<file path="config.mk">
export PLATFORM = sky130hd
export DESIGN_NAME = telemetry_framer
export DESIGN_NICKNAME = d
export VERILOG_FILES = /design/src/rtl/telemetry_framer.sv
export SDC_FILE = /design/constraint.sdc
export NUM_CORES = 1
export LEC_CHECK = 0
export ABC_CLOCK_PERIOD_IN_PS = 2800
export BUFFER_PORTS_ARGS = -buffer_cell sky130_fd_sc_hd__buf_2
export CORE_MARGIN = 2
export CORE_UTILIZATION = 30
export CTS_CLUSTER_DIAMETER = 100
export DETAILED_ROUTE_END_ITERATION = 10
export HOLD_SLACK_MARGIN = 0.02
export PLACE_DENSITY = 0.59
export RECOVER_POWER = 100
export SETUP_SLACK_MARGIN = 0.1
export SLEW_MARGIN = 40
export SYNTH_ARGS = -nofsm -noshare
export SYNTH_HDL_FRONTEND = slang
export SYNTH_SLANG_ARGS = --single-unit
</file>
<file path="constraint.sdc">
create_clock -name clk -period 2.8 [get_ports clk]
set_input_delay 0.56 -clock clk [delete_from_list [all_inputs] [get_ports clk]]
set_output_delay 0.56 -clock clk [all_outputs]
set_load 0.01 [all_outputs]
</file>
<file path="src/rtl/telemetry_framer.sv">
// Periodically snapshots NumCh channels and streams them as a byte frame (raw or ASCII hex) closed by Terminator.
// First byte is valid one cycle after the capture edge, then one byte per accepted cycle; doData holds under backpressure.
module telemetry_framer #(
  parameter int NumCh = 2,
  parameter int ChWidth = 8,
  parameter int Period = 5_000_000,
  parameter logic [7:0] Terminator = 8'h7E,
  parameter int HexMode = 0
) (
  input  logic                     clk,
  input  logic                     rst,
  input  logic                     enable,
  input  logic [NumCh*ChWidth-1:0] chData,
  output logic                     tick,
  output logic [7:0]               doData,
  output logic                     doValid,
  input  logic                     doReady,
  output logic [7:0]               overrun
);

  localparam int BytesPerCh = ChWidth / 8;
  localparam int NumRaw = NumCh * BytesPerCh;
  localparam int NumOut = (HexMode != 0) ? 2 * NumRaw : NumRaw;
  localparam int IdxW = $clog2(NumOut + 1);
  localparam int CntW = $clog2(Period);
  localparam logic [CntW-1:0] CntMax = CntW'(Period - 1);
  localparam logic [IdxW-1:0] LastIdx = IdxW'(NumOut - 1);

  localparam logic [1:0] StIdle = 2'd0;
  localparam logic [1:0] StSend = 2'd1;
  localparam logic [1:0] StTerm = 2'd2;

  logic [CntW-1:0]          cnt;
  logic [1:0]               state;
  logic [IdxW-1:0]          idx;
  logic [IdxW-1:0]          rawIdx;
  logic [NumCh*ChWidth-1:0] snapshot;
  logic [7:0]               curRaw;
  logic                     wrap;
  logic                     accept;

  function automatic logic [7:0] hexChar(input logic [3:0] nib);
    hexChar = (nib < 4'd10) ? (8'h30 + {4'h0, nib}) : (8'h37 + {4'h0, nib});
  endfunction

  assign wrap = enable && (cnt == CntMax);
  assign accept = doValid && doReady;
  assign rawIdx = (HexMode != 0) ? (idx >> 1) : idx;

  // Channel 0 leads; inside a channel the most-significant byte leads.
  always_comb begin
    curRaw = 8'h00;
    for (int c = 0; c < NumCh; c++) begin
      for (int j = 0; j < BytesPerCh; j++) begin
        if (rawIdx == IdxW'(c * BytesPerCh + j)) begin
          curRaw = snapshot[c*ChWidth + (BytesPerCh-1-j)*8 +: 8];
        end
      end
    end
  end

  always_comb begin
    doValid = (state != StIdle);
    doData = 8'h00;
    if (state == StSend) begin
      if (HexMode != 0) begin
        doData = idx[0] ? hexChar(curRaw[3:0]) : hexChar(curRaw[7:4]);
      end else begin
        doData = curRaw;
      end
    end else if (state == StTerm) begin
      doData = Terminator;
    end
  end

  always_ff @(posedge clk) begin
    if (rst) begin
      cnt <= '0;
      tick <= 1'b0;
    end else if (!enable) begin
      cnt <= '0;
      tick <= 1'b0;
    end else if (wrap) begin
      cnt <= '0;
      tick <= 1'b1;
    end else begin
      cnt <= cnt + 1'b1;
      tick <= 1'b0;
    end
  end

  always_ff @(posedge clk) begin
    if (rst) begin
      state <= StIdle;
      idx <= '0;
      snapshot <= '0;
      overrun <= 8'h00;
    end else begin
      // A period boundary that finds a frame still in flight is dropped and counted.
      if (wrap && (state != StIdle) && (overrun != 8'hFF)) begin
        overrun <= overrun + 8'd1;
      end
      case (state)
        StIdle: begin
          if (wrap) begin
            snapshot <= chData;
            idx <= '0;
            state <= StSend;
          end
        end
        StSend: begin
          if (accept) begin
            if (idx == LastIdx) begin
              state <= StTerm;
            end else begin
              idx <= idx + 1'b1;
            end
          end
        end
        StTerm: begin
          if (accept) begin
            state <= StIdle;
          end
        end
        default: state <= StIdle;
      endcase
    end
  end

endmodule

</file>
==> metrics.md, run 1 <==
| Metric | Value |
|---|---|
| Routing usage on met3 | `0.0286` |
| Layout cells sized above 1 | `0.115` |
| Final number of setup-violating endpoints | `0` |
| Core box area | `0.00868 mm2` |
| Total negative slack | `0 ns` |
| WP data required | `2.24 ns` |
| Fillers | `949` |
| Mapped Area | `0.00266 mm2` |
| Top-count cell post-synth | `dfxtp_1` |
| Clk sink count | `52` |
| Synth top area share | `0.391` |
| IO Port Bufs | `37` |
| Final hold vios | `0` |
| Worst Skew | `0.00801 ns` |
| Relative slew slack | `0.553` |
| Fin nets | `381` |
| RePlAce Congestion | `0.790` |
| CTS H-tree depth | `2` |
| Die Y | `98.2 um` |
| Die Area | `0.00964 mm2` |
| Routed Antenna Nets | `0` |
| Largest net degree at the start of global routing | `28` |
| Total track usage | `0.131` |
| Yosys top cell by area | `dfxtp_1` |
| Final setup margin | `0.508 ns` |
| Synth Register Bits | `52` |
| R2R Setup Slk | `0.51 ns` |
| Met1 usage | `0.185` |
| P per Cell Area | `403 mW/mm2` |
| Area Growth Syn to Fin | `12.8%` |
| Starting Density | `0.307` |
| Synth Instances | `327` |
| Worst-Skew Late Latency | `0.30 ns` |
| Setup Crit Path Kind | `flop to output pin` |
| Ys async rst share | `0` |
| Worst Max-Slew Pin Slew | `0.668 ns` |
| Setup slack at placement | `0.770 ns` |
| Critical Path Start Type | `flop` |
| CTS tree | `yes` |
| Register area | `0.00104 mm2` |
| Critical Path End Type | `output pin` |
| Hold Crit Class | `flop to flop` |
| Pins Over Slew Limit | `0` |
| CTS root buffer | `clkbuf_8` |
| Average size of a mapped cell | `8.13 um2` |
| Clk buf depth | `2` |
| Leakage | `0.958 nW` |
| GR Util met2 | `0.207` |
| Vias per cell | `5.25` |
| Post-CTS Setup Bufs | `0` |
| Synth cell types | `42` |
| Drt total wl | `6270 um` |
| Busiest grt layer | `met2` |
| Multi-input logic area | `0.00147 mm2` |
| Peak VDD IR | `210 uV` |
| Status | `finished clean` |
| Maximum clock frequency | `0.436 GHz` |
| Post-synth EDFFs | `0` |
| IO Pins | `38` |
| Synth area leaders | `dfxtp_1 39%, a21oi_1 6.6%, nand4_1 6.1%, nor2_1 5.4%, o31ai_1 5.1%` |
| First-pass GRT wire length | `10800 um` |
| Average routed wire per standard cell | `13.5 um` |
| Synth cell count leaders | `52 x dfxtp_1, 38 x nor2_1, 35 x a21oi_1` |
| Inserted Clock Buffers | `5` |
| Vias in the first global route | `2242` |
| CP arrival | `1.73 ns` |
| CTS hold repair buffers | `0` |
| Min Tclk post-route | `2.29 ns` |
| GRT overflow | `0` |
| Clk slew on worst S/H paths | `0.09 ns` |
| Total iterations of the first detailed-routing run | `4` |
| Crit path max fanout | `19` |
| Tcrit/Tclk final | `0.819` |
| DR DRC count | `0` |
| Via count | `2445` |
| Sequential fraction of the synthesis area | `0.391` |
| Initial DRC count | `96` |
| Die width | `98.2 um` |
| Ys flop type | `dfxtp_1` |
| Core Rows | `34` |
| HPWL after DPL | `4460 um` |
| Antenna violations before repair | `0` |
| Max Cap Viol | `0` |
| Ant diodes | `0` |
| Syn_nets | `351` |
| Synth Warn # | `0` |
| Unrepaired setup endpoints after global routing | `no` |
| CTS resizes | `0` |
[area by class of cell]
cell class,instances,share of cell area
multi-input cells,239,0.489
flip-flops and latches,52,0.347
repair buffers,45,0.0717
well taps,108,0.0450
clock buffers,8,0.0300
inverters,14,0.0175
[stage by stage]
step / instances / utilization / hold WS, ns / power [mW] / area, um2
2_1_floorplan: 327 / - / 0.438 / 0.775 / 2660
3_3_place_gp: 458 / 0.340 / 0.456 / 0.796 / 2950
3_5_place_dp: 458 / 0.340 / 0.464 / 0.796 / 2950
4_1_cts: 466 / 0.350 / 0.477 / 1.23 / 3040
5_1_grt: 466 / 0.346 / 0.494 / 1.26 / 3000
6_report: 466 / 0.346 / 0.473 / 1.21 / 3000
[registers in the layout, indices dropped and copies added, names as in the netlist]
register / cells
cnt: 23
snapshot: 16
overrun: 8
idx: 2
state: 2
tick: 1
[cells by family after synthesis]
kind of cell	Yosys count	synth area share
AND/OR/NAND/NOR	139	0.290
buffers and inverters	36	0.0546
XOR/XNOR	14	0.0461
flip-flops	52	0.391
adder cells (fa/ha/maj)	4	0.0188
AO/OA/AOI/OAI	75	0.170
multiplexers	7	0.0296
[per-layer routing]
layer | share of wire | routed length, um
met3 | 0.049 | 309
met5 | 0 | 0
met2 | 0.45 | 2800
met1 | 0.50 | 3110
met4 | 0.0067 | 42
[final timing paths]
check | cells after the start | from | endpoint
setup / recovery | 4 | idx[0] | doData[6]
hold / removal | 2 | snapshot[9] | snapshot[9]
setup reg to reg | 7 | cnt[0] | cnt[6]
hold reg to reg | 2 | snapshot[9] | snapshot[9]
[worst max-delay path, cell delays in order, from the launching register on]
cell and delay [ns]:
dfxtp_1 0.39, ha_1 0.54, a21oi_1 0.15, o21ai_0 0.18
clkbuf_1 0.17
[cell usage in the layout (no fill, tap or decap), types with 2 or more instances in the layout]
master    instances
nand2b_1          2
buf_4             5
nand3_1          10
clkbuf_2          2
a21oi_1          36
and3_1            4
xnor2_1          11
nor4_1           13
dfxtp_1          52
inv_1            13
o31ai_1          18
clkbuf_8          6
nand2_1          16
or4_4             2
or3_1             5
buf_2            20
nor3_1            2
mux2_1            6
xor2_1            3
clkbuf_1         20
nand4_1          26
nor2_1           39
ha_1              4
nor2b_1           8
or4_1             2
o21ai_0          13
and4_1            5
and4_2            2
[power by group]
part	leakage, nW	total (mW)	internal, mW	switching (mW)
Clock	0.0455	0.433	0.202	0.231
Sequential	0.419	0.742	0.740	0.00155
Combinational	0.494	0.0358	0.0144	0.0213
(Power assumes the default switching activity.)
==> inputs of run 2 (changes only) <==
- ABC_CLOCK_PERIOD_IN_PS: 2800 -> 2170
- clock period: 2.8 -> 2.17 ns (I/O delays scaled with it)
==> metrics.md, run 2 (same netlist as run 1, synthesis figures left out) <==
| Metric | Value |
|---|---|
| RePlAce Congestion | `0.806 (was 0.790)` |
| Total track usage | `0.137 (was 0.131)` |
| Total iterations of the first detailed-routing run | `4 (unchanged)` |
| R2R Setup Slk | `0.19 ns (was 0.51 ns)` |
| Drt total wl | `6560 um (was 6270 um)` |
| CP arrival | `2.19 ns (was 1.73 ns)` |
| Min Tclk post-route | `1.98 ns` |
| IO Pins | `38 (unchanged)` |
| Vias per cell | `5.32 (was 5.25)` |
| Final number of setup-violating endpoints | `0 (unchanged)` |
| Worst Max-Slew Pin Slew | `0.536 ns (was 0.668 ns)` |
| Via count | `2507 (was 2445)` |
| First-pass GRT wire length | `11200 um (was 10800 um)` |
| Most frequent cells in the layout | `51 x dfxtp_1, 38 x nor2_1, 35 x a21oi_1 (was 52 x dfxtp_1, 39 x nor2_1, 36 x a21oi_1)` |
| Clk buf depth | `2 (unchanged)` |
| Initial DRC count | `126 (was 96)` |
| Tcrit/Tclk final | `0.914` |
| Average routed wire per standard cell | `13.9 um (was 13.5 um)` |
| Routed Antenna Nets | `0 (unchanged)` |
| GRT overflow | `0 (unchanged)` |
| Fin cells | `471 (was 466)` |
| DR DRC count | `0 (unchanged)` |
| Worst Skew | `0.0107 ns (was 0.00801 ns)` |
| Relative slew slack | `0.634 (was 0.553)` |
| Fin nets | `386 (was 381)` |
| IO Port Bufs | `37 (unchanged)` |
| Top flop regs | `cnt (23), snapshot (16), overrun (8) (unchanged)` |
| CTS hold repair buffers | `0 (unchanged)` |
| CTS tree | `yes (unchanged)` |
| P per Cell Area | `530 mW/mm2 (was 403 mW/mm2)` |
| Die Y | `98.2 um (unchanged)` |
| HPWL after DPL | `4600 um (was 4460 um)` |
| CTS H-tree depth | `2 (unchanged)` |
| Crit path max fanout | `27 (was 19)` |
| Ant diodes | `0 (unchanged)` |
| Most flops, register | `cnt (unchanged)` |
| Fillers | `932 (was 949)` |
| Worst path bufs/invs | `1 (unchanged)` |
| Vias in the first global route | `2408 (was 2242)` |
| Placed insts | `462 (was 458)` |
| Total negative slack | `0 ns (unchanged)` |
| Pins Over Slew Limit | `0 (unchanged)` |
| Inserted Clock Buffers | `5 (unchanged)` |
| Largest net degree at the start of global routing | `28 (unchanged)` |
| Status | `finished clean (unchanged)` |
| Layout cells sized above 1 | `0.171 (was 0.115)` |
| Core box area | `0.00868 mm2 (unchanged)` |
| Starting Density | `0.307 (unchanged)` |
| Setup Crit Path Kind | `flop to flop (was flop to output pin)` |
| Die Area | `0.00964 mm2 (unchanged)` |
| Leakage | `1.03 nW (was 0.958 nW)` |
| Critical Path End Type | `flop (was output pin)` |
| Worst path cell trace | `ha_1, and4_2, nand4_1, buf_6, nor4_1, mux2_1 (was ha_1, a21oi_1, o21ai_0, clkbuf_1)` |
| Delay of the slowest cell on the worst path | `0.39 ns (was 0.54 ns)` |
| Critical Path Slowest Stage Cell | `dfxtp_1 (was ha_1)` |
| Peak VDD IR | `239 uV (was 210 uV)` |
| Clk sink count | `52 (unchanged)` |
| Die width | `98.2 um (unchanged)` |
| WP data required | `2.37 ns (was 2.24 ns)` |
| Critical Path Start Type | `flop (unchanged)` |
| Core Rows | `34 (unchanged)` |
| Antenna violations before repair | `0 (unchanged)` |
| Max Cap Viol | `0 (unchanged)` |
| Final hold vios | `0 (unchanged)` |
| Maximum clock frequency | `0.504 GHz` |
| Max reg flops | `23 (unchanged)` |
| Commonest non-fill, non-tap cell in the layout | `dfxtp_1 (unchanged)` |
| Delay-heaviest family, CP | `simple AND/OR/NAND/NOR gates (was adder cells)` |
| Clk slew on worst S/H paths | `0.09 ns (about the same)` |
| Hold Crit Class | `input port to flop (was flop to flop)` |
| CTS root buffer | `clkbuf_8 (unchanged)` |
| Worst-Skew Late Latency | `0.31 ns (was 0.30 ns)` |
| Area Growth Syn to Fin | `17.9% (was 12.8%)` |
| Pwr Total | `1.66 mW (was 1.21 mW)` |
| Unrepaired setup endpoints after global routing | `yes (was no)` |
## run 2: changes by cell type in the layout (fill, tap and decap cells not counted), sizes merged
cell	before	now
clkinvlp	0	1
buf	25	33
clkbuf	28	23
bufinv	0	1
## run 2: worst paths after layout
path | startpoint | cells after the start | to
setup reg to reg | cnt[1] | 6 | overrun[4]
hold reg to reg | cnt[0] | 1 | cnt[0]
hold / removal | chData[0] | 3 | snapshot[0]
setup / recovery | cnt[1] | 6 | overrun[4]
## run 2: final cells by class
cell class | count | area [um2] | area share
clock buffers | 6 | 72.6 | 0.0231
flip-flops and latches | 52 | 1040 | 0.332
well taps | 108 | 135 | 0.0431
repair buffers | 50 | 267 | 0.0850
clock inverters | 2 | 35.0 | 0.0112
multi-input cells | 239 | 1530 | 0.487
inverters | 14 | 56.3 | 0.0179
## run 2: metrics by stage
stage          setup slack [ns]  cell area [um2]  utilization  hold WS, ns
6_report                  0.187             3140        0.361        0.383
5_1_grt                  0.0549             3140        0.361        0.372
3_5_place_dp              0.127             2980        0.343        0.461
4_1_cts                   0.110             3090        0.356        0.366
3_3_place_gp              0.195             2980        0.343        0.452
2_1_floorplan             0.304             2660            -        0.438
## run 2: power by group
group	switching, mW	internal (mW)	total [mW]	leakage (nW)
sequential	0.00217	0.955	0.958	0.419
combinational	0.0283	0.0205	0.0487	0.551
clock	0.313	0.343	0.656	0.0552
## run 2: metal layers
metal / track usage / vias to the layer above / wire [um]
li1: - / 1269 / -
met1: 0.181 / 1161 / 3050
met2: 0.228 / 66 / 3070
met3: 0.0293 / 11 / 337
met4: 0.0379 / 0 / 101
met5: 0 / - / 0
## run 2: repair_timing
item	4_1_cts	5_1_grt
pin swaps	0	2
setup endpoints to repair	8	49
setup buffers	0	1
gates resized for setup	2	15
## run 2: worst reg2reg max path, stage by stage, from the launching register on
cell and delay (ns):
dfxtp_1 0.39, ha_1 0.26, and4_2 0.25, nand4_1 0.11
buf_6 0.21, nor4_1 0.33, mux2_1 0.35
